$ cat src/rtl/ps2_kbd_pkg.sv
// ============================================================================
// Module   : ps2_kbd_pkg
// Purpose  : Shared constants, decoder state encoding and key-event record
//            for the PS/2 Set-2 scan-code decoder.
// Revision : 1.0 - initial release
// ============================================================================
`default_nettype none

package ps2_kbd_pkg;

    localparam logic [7:0] c_pfx_ext   = 8'hE0;
    localparam logic [7:0] c_pfx_brk   = 8'hF0;
    localparam logic [7:0] c_pfx_pause = 8'hE1;

    localparam logic [7:0] c_dsc_bat    = 8'hAA;
    localparam logic [7:0] c_dsc_ack    = 8'hFA;
    localparam logic [7:0] c_dsc_resend = 8'hFE;
    localparam logic [7:0] c_dsc_echo   = 8'hEE;
    localparam logic [7:0] c_dsc_err0   = 8'h00;
    localparam logic [7:0] c_dsc_err1   = 8'hFF;

    localparam logic [7:0] c_key_lshift = 8'h12;
    localparam logic [7:0] c_key_rshift = 8'h59;
    localparam logic [7:0] c_key_ctrl   = 8'h14;
    localparam logic [7:0] c_key_alt    = 8'h11;
    localparam logic [7:0] c_key_caps   = 8'h58;

    localparam logic [7:0] c_key_kp_slash = 8'h4A;
    localparam logic [7:0] c_key_kp_enter = 8'h5A;

    // Bytes that trail the E1 of the Pause sequence
    localparam logic [2:0] c_pause_skip = 3'd7;

    typedef enum logic [2:0] {
        ST_IDLE    = 3'd0,
        ST_EXT     = 3'd1,
        ST_BRK     = 3'd2,
        ST_EXT_BRK = 3'd3,
        ST_PAUSE   = 3'd4
    } dec_state_t;

    typedef struct packed {
        logic [7:0] scan;
        logic [7:0] code;
        logic       brk;
        logic       ext;
        logic [3:0] mods;
    } kbd_event_t;

    function automatic logic is_discard(input logic [7:0] b);
        return (b == c_dsc_bat)  || (b == c_dsc_ack)  || (b == c_dsc_resend) ||
               (b == c_dsc_echo) || (b == c_dsc_err0) || (b == c_dsc_err1);
    endfunction

endpackage

`default_nettype wire

$ cat src/rtl/ps2_ascii_rom.sv
// ============================================================================
// Module   : ps2_ascii_rom
// Purpose  : Combinational Set-2 scan code to ASCII table (unshifted, shifted,
//            letter flag). Unknown codes map to 8'h00.
// Revision : 1.0 - initial release
// ============================================================================
`default_nettype none

module ps2_ascii_rom (
    input  logic [7:0] i_scan,
    output logic [7:0] o_unshifted,
    output logic [7:0] o_shifted,
    output logic       o_is_letter
);

    logic [7:0] w_letter;

    always_comb begin
        w_letter = 8'h00;
        case (i_scan)
            8'h1C: w_letter = 8'h61;  8'h32: w_letter = 8'h62;
            8'h21: w_letter = 8'h63;  8'h23: w_letter = 8'h64;
            8'h24: w_letter = 8'h65;  8'h2B: w_letter = 8'h66;
            8'h34: w_letter = 8'h67;  8'h33: w_letter = 8'h68;
            8'h43: w_letter = 8'h69;  8'h3B: w_letter = 8'h6A;
            8'h42: w_letter = 8'h6B;  8'h4B: w_letter = 8'h6C;
            8'h3A: w_letter = 8'h6D;  8'h31: w_letter = 8'h6E;
            8'h44: w_letter = 8'h6F;  8'h4D: w_letter = 8'h70;
            8'h15: w_letter = 8'h71;  8'h2D: w_letter = 8'h72;
            8'h1B: w_letter = 8'h73;  8'h2C: w_letter = 8'h74;
            8'h3C: w_letter = 8'h75;  8'h2A: w_letter = 8'h76;
            8'h1D: w_letter = 8'h77;  8'h22: w_letter = 8'h78;
            8'h35: w_letter = 8'h79;  8'h1A: w_letter = 8'h7A;
            default: w_letter = 8'h00;
        endcase
    end

    always_comb begin
        o_unshifted = 8'h00;
        o_shifted   = 8'h00;
        o_is_letter = 1'b0;
        if (w_letter != 8'h00) begin
            o_unshifted = w_letter;
            o_shifted   = w_letter & 8'hDF;
            o_is_letter = 1'b1;
        end else begin
            case (i_scan)
                8'h45: begin o_unshifted = 8'h30; o_shifted = 8'h29; end
                8'h16: begin o_unshifted = 8'h31; o_shifted = 8'h21; end
                8'h1E: begin o_unshifted = 8'h32; o_shifted = 8'h40; end
                8'h26: begin o_unshifted = 8'h33; o_shifted = 8'h23; end
                8'h25: begin o_unshifted = 8'h34; o_shifted = 8'h24; end
                8'h2E: begin o_unshifted = 8'h35; o_shifted = 8'h25; end
                8'h36: begin o_unshifted = 8'h36; o_shifted = 8'h5E; end
                8'h3D: begin o_unshifted = 8'h37; o_shifted = 8'h26; end
                8'h3E: begin o_unshifted = 8'h38; o_shifted = 8'h2A; end
                8'h46: begin o_unshifted = 8'h39; o_shifted = 8'h28; end
                8'h0E: begin o_unshifted = 8'h60; o_shifted = 8'h7E; end
                8'h4E: begin o_unshifted = 8'h2D; o_shifted = 8'h5F; end
                8'h55: begin o_unshifted = 8'h3D; o_shifted = 8'h2B; end
                8'h5D: begin o_unshifted = 8'h5C; o_shifted = 8'h7C; end
                8'h54: begin o_unshifted = 8'h5B; o_shifted = 8'h7B; end
                8'h5B: begin o_unshifted = 8'h5D; o_shifted = 8'h7D; end
                8'h4C: begin o_unshifted = 8'h3B; o_shifted = 8'h3A; end
                8'h52: begin o_unshifted = 8'h27; o_shifted = 8'h22; end
                8'h41: begin o_unshifted = 8'h2C; o_shifted = 8'h3C; end
                8'h49: begin o_unshifted = 8'h2E; o_shifted = 8'h3E; end
                8'h4A: begin o_unshifted = 8'h2F; o_shifted = 8'h3F; end
                8'h29: begin o_unshifted = 8'h20; o_shifted = 8'h20; end
                8'h5A: begin o_unshifted = 8'h0D; o_shifted = 8'h0D; end
                8'h66: begin o_unshifted = 8'h08; o_shifted = 8'h08; end
                8'h0D: begin o_unshifted = 8'h09; o_shifted = 8'h09; end
                8'h76: begin o_unshifted = 8'h1B; o_shifted = 8'h1B; end
                default: begin o_unshifted = 8'h00; o_shifted = 8'h00; end
            endcase
        end
    end

endmodule

`default_nettype wire

$ cat src/rtl/ps2_scancode_decoder.sv
// ============================================================================
// Module   : ps2_scancode_decoder
// Purpose  : PS/2 Set-2 byte stream to key events (make/break, extended,
//            modifiers, optional ASCII) buffered in a valid/ready FIFO.
//            Define SCANCODE_ASCII_EN to compile in the ASCII translation.
// Revision : 1.0 - initial release
// ============================================================================
`default_nettype none

module ps2_scancode_decoder
    import ps2_kbd_pkg::*;
#(
    parameter int DEPTH = 4
) (
    input  logic       clk,
    input  logic       reset,
    input  logic [7:0] rx_data,
    input  logic       rx_ready,
    output logic       ev_valid,
    input  logic       ev_ready,
    output logic [7:0] ev_scan,
    output logic [7:0] ev_code,
    output logic       ev_break,
    output logic       ev_ext,
    output logic [3:0] ev_mods,
    output logic       overflow,
    input  logic       clr_ovf
);

    localparam int c_aw = (DEPTH > 1) ? $clog2(DEPTH) : 1;

    dec_state_t r_state, w_state_nxt;
    logic [2:0] r_skip, w_skip_nxt;
    logic       r_lshift, r_rshift, r_ctrl, r_alt, r_caps, r_caps_held;
    logic       w_lshift_nxt, w_rshift_nxt, w_ctrl_nxt, w_alt_nxt;
    logic       w_caps_nxt, w_caps_held_nxt;

    logic       w_emit, w_key, w_brk, w_ext;
    logic [7:0] w_scan, w_code;
    logic [3:0] w_mods;
    logic       w_shift;

    always_ff @(posedge clk or posedge reset) begin
        if (reset) begin
            r_state     <= ST_IDLE;
            r_skip      <= 3'd0;
            r_lshift    <= 1'b0;
            r_rshift    <= 1'b0;
            r_ctrl      <= 1'b0;
            r_alt       <= 1'b0;
            r_caps      <= 1'b0;
            r_caps_held <= 1'b0;
        end else begin
            r_state     <= w_state_nxt;
            r_skip      <= w_skip_nxt;
            r_lshift    <= w_lshift_nxt;
            r_rshift    <= w_rshift_nxt;
            r_ctrl      <= w_ctrl_nxt;
            r_alt       <= w_alt_nxt;
            r_caps      <= w_caps_nxt;
            r_caps_held <= w_caps_held_nxt;
        end
    end

    always_comb begin
        w_state_nxt = r_state;
        w_skip_nxt  = r_skip;
        w_emit      = 1'b0;
        w_key       = 1'b0;
        w_brk       = 1'b0;
        w_ext       = 1'b0;
        w_scan      = rx_data;
        if (rx_ready) begin
            case (r_state)
                ST_IDLE: begin
                    if (rx_data == c_pfx_ext) begin
                        w_state_nxt = ST_EXT;
                    end else if (rx_data == c_pfx_brk) begin
                        w_state_nxt = ST_BRK;
                    end else if (rx_data == c_pfx_pause) begin
                        w_state_nxt = ST_PAUSE;
                        w_skip_nxt  = c_pause_skip;
                        w_emit      = 1'b1;
                    end else if (!is_discard(rx_data)) begin
                        w_emit = 1'b1;
                        w_key  = 1'b1;
                    end
                end
                ST_EXT: begin
                    if (rx_data == c_pfx_brk) begin
                        w_state_nxt = ST_EXT_BRK;
                    end else begin
                        w_state_nxt = ST_IDLE;
                        w_emit      = 1'b1;
                        w_key       = 1'b1;
                        w_ext       = 1'b1;
                    end
                end
                ST_BRK: begin
                    w_state_nxt = ST_IDLE;
                    w_emit      = 1'b1;
                    w_key       = 1'b1;
                    w_brk       = 1'b1;
                end
                ST_EXT_BRK: begin
                    w_state_nxt = ST_IDLE;
                    w_emit      = 1'b1;
                    w_key       = 1'b1;
                    w_brk       = 1'b1;
                    w_ext       = 1'b1;
                end
                ST_PAUSE: begin
                    if (r_skip <= 3'd1) begin
                        w_skip_nxt  = 3'd0;
                        w_state_nxt = ST_IDLE;
                    end else begin
                        w_skip_nxt = r_skip - 3'd1;
                    end
                end
                default: w_state_nxt = ST_IDLE;
            endcase
        end
    end

    // Modifier tracking; the event reports the state after this byte
    always_comb begin
        w_lshift_nxt    = r_lshift;
        w_rshift_nxt    = r_rshift;
        w_ctrl_nxt      = r_ctrl;
        w_alt_nxt       = r_alt;
        w_caps_nxt      = r_caps;
        w_caps_held_nxt = r_caps_held;
        if (w_key) begin
            case (w_scan)
                c_key_lshift: w_lshift_nxt = ~w_brk;
                c_key_rshift: w_rshift_nxt = ~w_brk;
                c_key_ctrl:   w_ctrl_nxt   = ~w_brk;
                c_key_alt:    w_alt_nxt    = ~w_brk;
                c_key_caps: begin
                    if (w_brk) begin
                        w_caps_held_nxt = 1'b0;
                    end else begin
                        if (!r_caps_held) w_caps_nxt = ~r_caps;
                        w_caps_held_nxt = 1'b1;
                    end
                end
                default: ;
            endcase
        end
    end

    assign w_shift = w_lshift_nxt | w_rshift_nxt;
    assign w_mods  = {w_caps_nxt, w_alt_nxt, w_ctrl_nxt, w_shift};

`ifdef SCANCODE_ASCII_EN
    logic [7:0] w_rom_un, w_rom_sh;
    logic       w_rom_letter;

    ps2_ascii_rom u_ascii_rom (
        .i_scan      (w_scan),
        .o_unshifted (w_rom_un),
        .o_shifted   (w_rom_sh),
        .o_is_letter (w_rom_letter)
    );

    always_comb begin
        w_code = 8'h00;
        if (w_ext) begin
            if (w_scan == c_key_kp_slash)      w_code = 8'h2F;
            else if (w_scan == c_key_kp_enter) w_code = 8'h0D;
        end else if (w_rom_letter) begin
            w_code = (w_shift ^ w_caps_nxt) ? w_rom_sh : w_rom_un;
            if (w_ctrl_nxt) w_code = w_code & 8'h1F;
        end else begin
            w_code = w_shift ? w_rom_sh : w_rom_un;
        end
    end
`else
    assign w_code = 8'h00;
`endif

    // Event FIFO: pointers carry one extra wrap bit to tell full from empty
    kbd_event_t      r_mem [DEPTH];
    kbd_event_t      w_event, w_head;
    logic [c_aw:0]   r_wr_ptr, r_rd_ptr;
    logic            w_full, w_empty, w_pop, w_push, w_drop;
    logic            r_ovf;

    assign w_event = {w_scan, w_code, w_brk, w_ext, w_mods};
    assign w_empty = (r_wr_ptr == r_rd_ptr);
    assign w_full  = (r_wr_ptr[c_aw] != r_rd_ptr[c_aw]) &&
                     (r_wr_ptr[c_aw-1:0] == r_rd_ptr[c_aw-1:0]);
    assign w_pop   = ~w_empty & ev_ready;
    assign w_push  = w_emit & (~w_full | w_pop);
    assign w_drop  = w_emit & w_full & ~w_pop;

    always_ff @(posedge clk or posedge reset) begin
        if (reset) begin
            for (int i = 0; i < DEPTH; i++) r_mem[i] <= '0;
            r_wr_ptr <= '0;
            r_rd_ptr <= '0;
            r_ovf    <= 1'b0;
        end else begin
            if (w_push) begin
                r_mem[r_wr_ptr[c_aw-1:0]] <= w_event;
                r_wr_ptr <= r_wr_ptr + 1'b1;
            end
            if (w_pop) r_rd_ptr <= r_rd_ptr + 1'b1;
            if (w_drop)       r_ovf <= 1'b1;
            else if (clr_ovf) r_ovf <= 1'b0;
        end
    end

    assign w_head   = r_mem[r_rd_ptr[c_aw-1:0]];
    assign ev_valid = ~w_empty;
    assign ev_scan  = w_head.scan;
    assign ev_code  = w_head.code;
    assign ev_break = w_head.brk;
    assign ev_ext   = w_head.ext;
    assign ev_mods  = w_head.mods;
    assign overflow = r_ovf;

endmodule

`default_nettype wire

$ cat config.mk
export PLATFORM = sky130hd
export DESIGN_NAME = ps2_scancode_decoder
export DESIGN_NICKNAME = d
export VERILOG_FILES = /design/src/rtl/ps2_kbd_pkg.sv /design/src/rtl/ps2_ascii_rom.sv /design/src/rtl/ps2_scancode_decoder.sv
export SDC_FILE = /design/constraint.sdc
export NUM_CORES = 1
export LEC_CHECK = 0
export CORE_MARGIN = 4
export CORE_UTILIZATION = 50
export CTS_BUF_LIST = sky130_fd_sc_hd__clkbuf_2
export CTS_CLUSTER_SIZE = 25
export DETAILED_ROUTE_END_ITERATION = 10
export PLACE_DENSITY = 0.78
export SETUP_SLACK_MARGIN = 0.2
export SKIP_CTS_REPAIR_TIMING = 1
export SYNTH_ARGS = -nofsm -noshare
export SYNTH_HDL_FRONTEND = slang
export SYNTH_SLANG_ARGS = --single-unit
$ cat constraint.sdc
create_clock -name clk -period 2.4 [get_ports clk]
set_input_delay 0.48 -clock clk [delete_from_list [all_inputs] [get_ports clk]]
set_output_delay 0.48 -clock clk [all_outputs]
set_load 0.1 [all_outputs]
==> results of run 1 <==
==> final timing paths <==
| check | start | endpoint | slack, ns | cells after the start |
|---|---|---|---|---|
| worst max-delay path | r_rd_ptr[0] | ev_scan[3] | 0.07 | 3 |
| worst min-delay path | reset | r_mem[67] | 0.40 | 3 |
| worst max register to register | r_state[2] | r_mem[66] | 0.18 | 7 |
| worst min register to register | r_lshift | r_lshift | 0.52 | 1 |
| max in group asynchronous | reset | r_rd_ptr[1] | 1.63 | 3 |
| min in group clk | rx_data[4] | r_mem[18] | 0.45 | 3 |
==> Yosys cell counts (2+ instances only) <==
master    instances  area [um2]
a21o_1            3        22.5
a21oi_4           4        65.1
a31oi_1           3        18.8
buf_1             3        11.3
buf_4             9        67.6
buf_6             2        22.5
buf_8             3        45.0
clkbuf_1          6        22.5
dfrtp_1          75        1880
ha_1              7        87.6
inv_1            12        45.0
mux2_2           21         236
mux2_4           39         586
mux2i_1           2        20.0
mux4_2           14         315
nand2_1          13        48.8
nand3_1           5        25.0
nand4_1           4        25.0
nand4b_1          2        17.5
nor2_1            6        22.5
nor2b_1           2        12.5
nor3_1            4        20.0
nor3b_1           2        15.0
nor4b_1           2        17.5
o211ai_1          2        15.0
o21ai_0           5        25.0
or4_1             2        15.0
xnor2_1           5        43.8
xor2_1            3        26.3
==> worst max-delay path, stage by stage, from the launching register on <==
cell and delay [ns]:
dfrtp_1 0.44, buf_4 0.20, mux4_2 0.54, buf_12 0.19
==> metrics by stage <==
stage	setup slack, ns	setup TNS (ns)	util, %	instances
after global placement	-0.425	-23.02	61.7	440
after global routing	-0.0496	-0.288	65.0	463
after floorplan	0.0450	0	-	290
after detailed placement	-0.451	-23.91	61.7	440
final	0.0664	0	65.0	463
after CTS	-0.0527	-0.376	62.8	456
==> cells by family after synthesis <==
group,count (synthesis)
mux,76
flops,75
simple gates,50
buf+inv,36
compound gates,30
xor+xnor,8
fa+ha+maj,7
other cells,1
==> cell type report <==
cell class / count / share of cell area (%)
clock buffer: 10 / 0.996
clock inverter: 6 / 0.822
inverter: 12 / 0.971
multi-input combinational: 179 / 38.5
sequential: 75 / 37.4
tap: 102 / 2.54
timing repair buffer: 79 / 18.8
==> power by group through the flow <==
stage	sequential, mW	combinational, mW	clock (mW)
after floorplan	1.98	3.15	0
after global placement	2.05	4.34	0
after detailed placement	2.08	4.40	0
after CTS	2.06	4.41	0.604
after global routing	2.13	4.76	0.673
final	2.07	4.57	0.589
==> layout by cell type, fill, tap and decap left out, types with 3 or more instances in the layout <==
| master | n |
|---|---|
| a21o_1 | 3 |
| a21oi_4 | 4 |
| a31oi_1 | 3 |
| buf_12 | 21 |
| buf_4 | 40 |
| buf_6 | 4 |
| clkbuf_2 | 10 |
| clkdlybuf4s50_1 | 4 |
| clkinvlp_4 | 4 |
| conb_1 | 8 |
| dfrtp_1 | 73 |
| dlymetal6s2s_1 | 8 |
| ha_1 | 7 |
| inv_1 | 11 |
| mux2_2 | 17 |
| mux2_4 | 43 |
| mux4_2 | 14 |
| nand2_1 | 13 |
| nand3_1 | 4 |
| nand4_1 | 4 |
| nor2_1 | 6 |
| nor3_1 | 4 |
| o21ai_0 | 5 |
| xnor2_1 | 5 |
| xor2_1 | 3 |
==> registers in the layout (all words and copies together) (netlist names) <==
| name | flops |
|---|---|
| r_mem | 56 |
| r_rd_ptr | 3 |
| r_skip | 3 |
| r_state | 3 |
| r_wr_ptr | 3 |
| overflow | 1 |
| r_alt | 1 |
| r_caps | 1 |
| r_caps_held | 1 |
| r_ctrl | 1 |
| r_lshift | 1 |
| r_rshift | 1 |
==> metal layers <==
layer | vias up | GRT usage, % | routed length [um]
li1 | 1169 | - | -
met1 | 1280 | 22.5 | 3630
met2 | 44 | 27.9 | 4030
met3 | 15 | 3.16 | 235
met4 | 0 | 4.86 | 115
met5 | - | 0 | 0
==> results.sh, run 1 <==
export IMPL_via_density_per_instance=5.42
export IMPL_final_period_minus_worst_setup_slack_ns=2.33
export IMPL_synth_top_family_by_area="multiplexers"
export IMPL_outcome="complete, no violations"
export IMPL_synth_enable_flop_cells=0
export IMPL_ys_flop_type="dfrtp_1"
export IMPL_synthAdderAreaFrac_pct=2.21
export IMPL_synth_seq_cells=75
export IMPL_cp_end_kind="primary output"
export IMPL_area_fraction_in_compound_gates_after_synthesis_pct=6.59
export IMPL_ys_warnings_count=0
export IMPL_synth_distinct_cells=52
export IMPL_drt_pre_antenna_iters=4
export IMPL_fillerInstances=558
export IMPL_synth_async_sr_flop_share_pct=100
export IMPL_timing_hold_ws_ns=0.403
export IMPL_top_level_ports=37
export IMPL_layout_drive_gt1_share_pct=48.2
export IMPL_comb_power_share_pct=63.2
export IMPL_hp_class="in -> async"
export IMPL_rsz_0062_raised_after_global_routing="yes"
export IMPL_power_leakage_nw=2.31
export IMPL_overflow=0
export IMPL_setup_violations_final=0
export IMPL_all_layer_global_routing_usage_pct=16.8
export IMPL_crit_path_launch_type="flip-flop"
export IMPL_place_gp_congestion=0.885
export IMPL_finClkSkew_ns=0.0223
export IMPL_yosys_area_share_simple_pct=7.03
export IMPL_dr_first_iter_drc_count=117
export IMPL_final_area_um2=5030
export IMPL_worstPathMaxFanout=7
export IMPL_final_max_slew_violation_count=0
export IMPL_final_cycle_utilization_of_the_critical_path_pct=97.2
export IMPL_switching_fraction_pct=45.1
export IMPL_sequentialPowerShare_pct=28.7
export IMPL_post_layout_total_power_mw=7.23
export IMPL_detailroute_via_count=2508
export IMPL_clock_sinks=75
export IMPL_internal_power_mw=3.97
export IMPL_route_detailed_wl_per_inst_um=17.3
export IMPL_floorplan_die_area_um2=9430
export IMPL_ant_nets=0
export IMPL_ff_latch_area_um2=1880
export IMPL_fp_dieH_um=97.1
export IMPL_cts_htree_levels=3
export IMPL_timing_worst_setup_path_type="reg -> out"
export IMPL_die_w_um=97.1
export IMPL_max_freq_mhz=429
export IMPL_worstSkewPairLatency_ns=0.48
export IMPL_cts_root_to_sink_buffers=2
export IMPL_arrival_ns=1.85
export IMPL_power_ir_vdd_worst_uv=1370
export IMPL_largest_net_degree_at_the_start_of_global_routing=76
export IMPL_placeableCoreArea_um2=7730
export IMPL_power_share_clock_pct=8.1
export IMPL_count_of_inserted_antenna_diode_cells=0
export IMPL_post_synth_xor_area_fraction_pct=1.76
export IMPL_number_of_buffers_added_on_ports=28
export IMPL_placement_rows=32
export IMPL_hold_violations=0
export IMPL_placedInstanceArea_um2=4760
export IMPL_layout_nets=376
export IMPL_drt_drc_violations_left=0
export IMPL_post_dp_hpwl_um=5650
export IMPL_critical_path_required_ns=1.92
export IMPL_cts_inserted_buffers=9
export IMPL_worst_setup_hold_path_clk_slew_ns=0.22
export IMPL_grt_pass1_wl_um=12800
export IMPL_netlist_area_before_placement_um2=3970
export IMPL_drv_cap=0
export IMPL_tritoncts="done"
export IMPL_power_density_of_the_placed_cells_nw_per_um2=1440
export IMPL_p_switching_mw=3.26
export IMPL_area_taken_by_multi_input_logic_gates_um2=1930
export IMPL_post_synth_cell_area_avg_um2=14.0
export IMPL_postSynthCellCount=283
export IMPL_clk_root_buffer_cell="clkbuf_2"
export IMPL_via_count_of_the_first_global_routing_pass=2623
export IMPL_starting_density_pct=51.4
export IMPL_synth_mux_area_share_pct=29.2
export IMPL_initial_antenna_violation_count=0
export IMPL_synth_sequential_area_ratio_pct=47.3
export IMPL_flow_area_growth_from_synthesis_pct=26.6
export IMPL_detail_route_wirelength_um=8010
(Power assumes the default switching activity.)
==> run 2, diff against run 1 <==
- CAP_MARGIN: unset -> 20
==> results of run 2 <==
Final layout, timing and power as in run 1 (identical DEF).
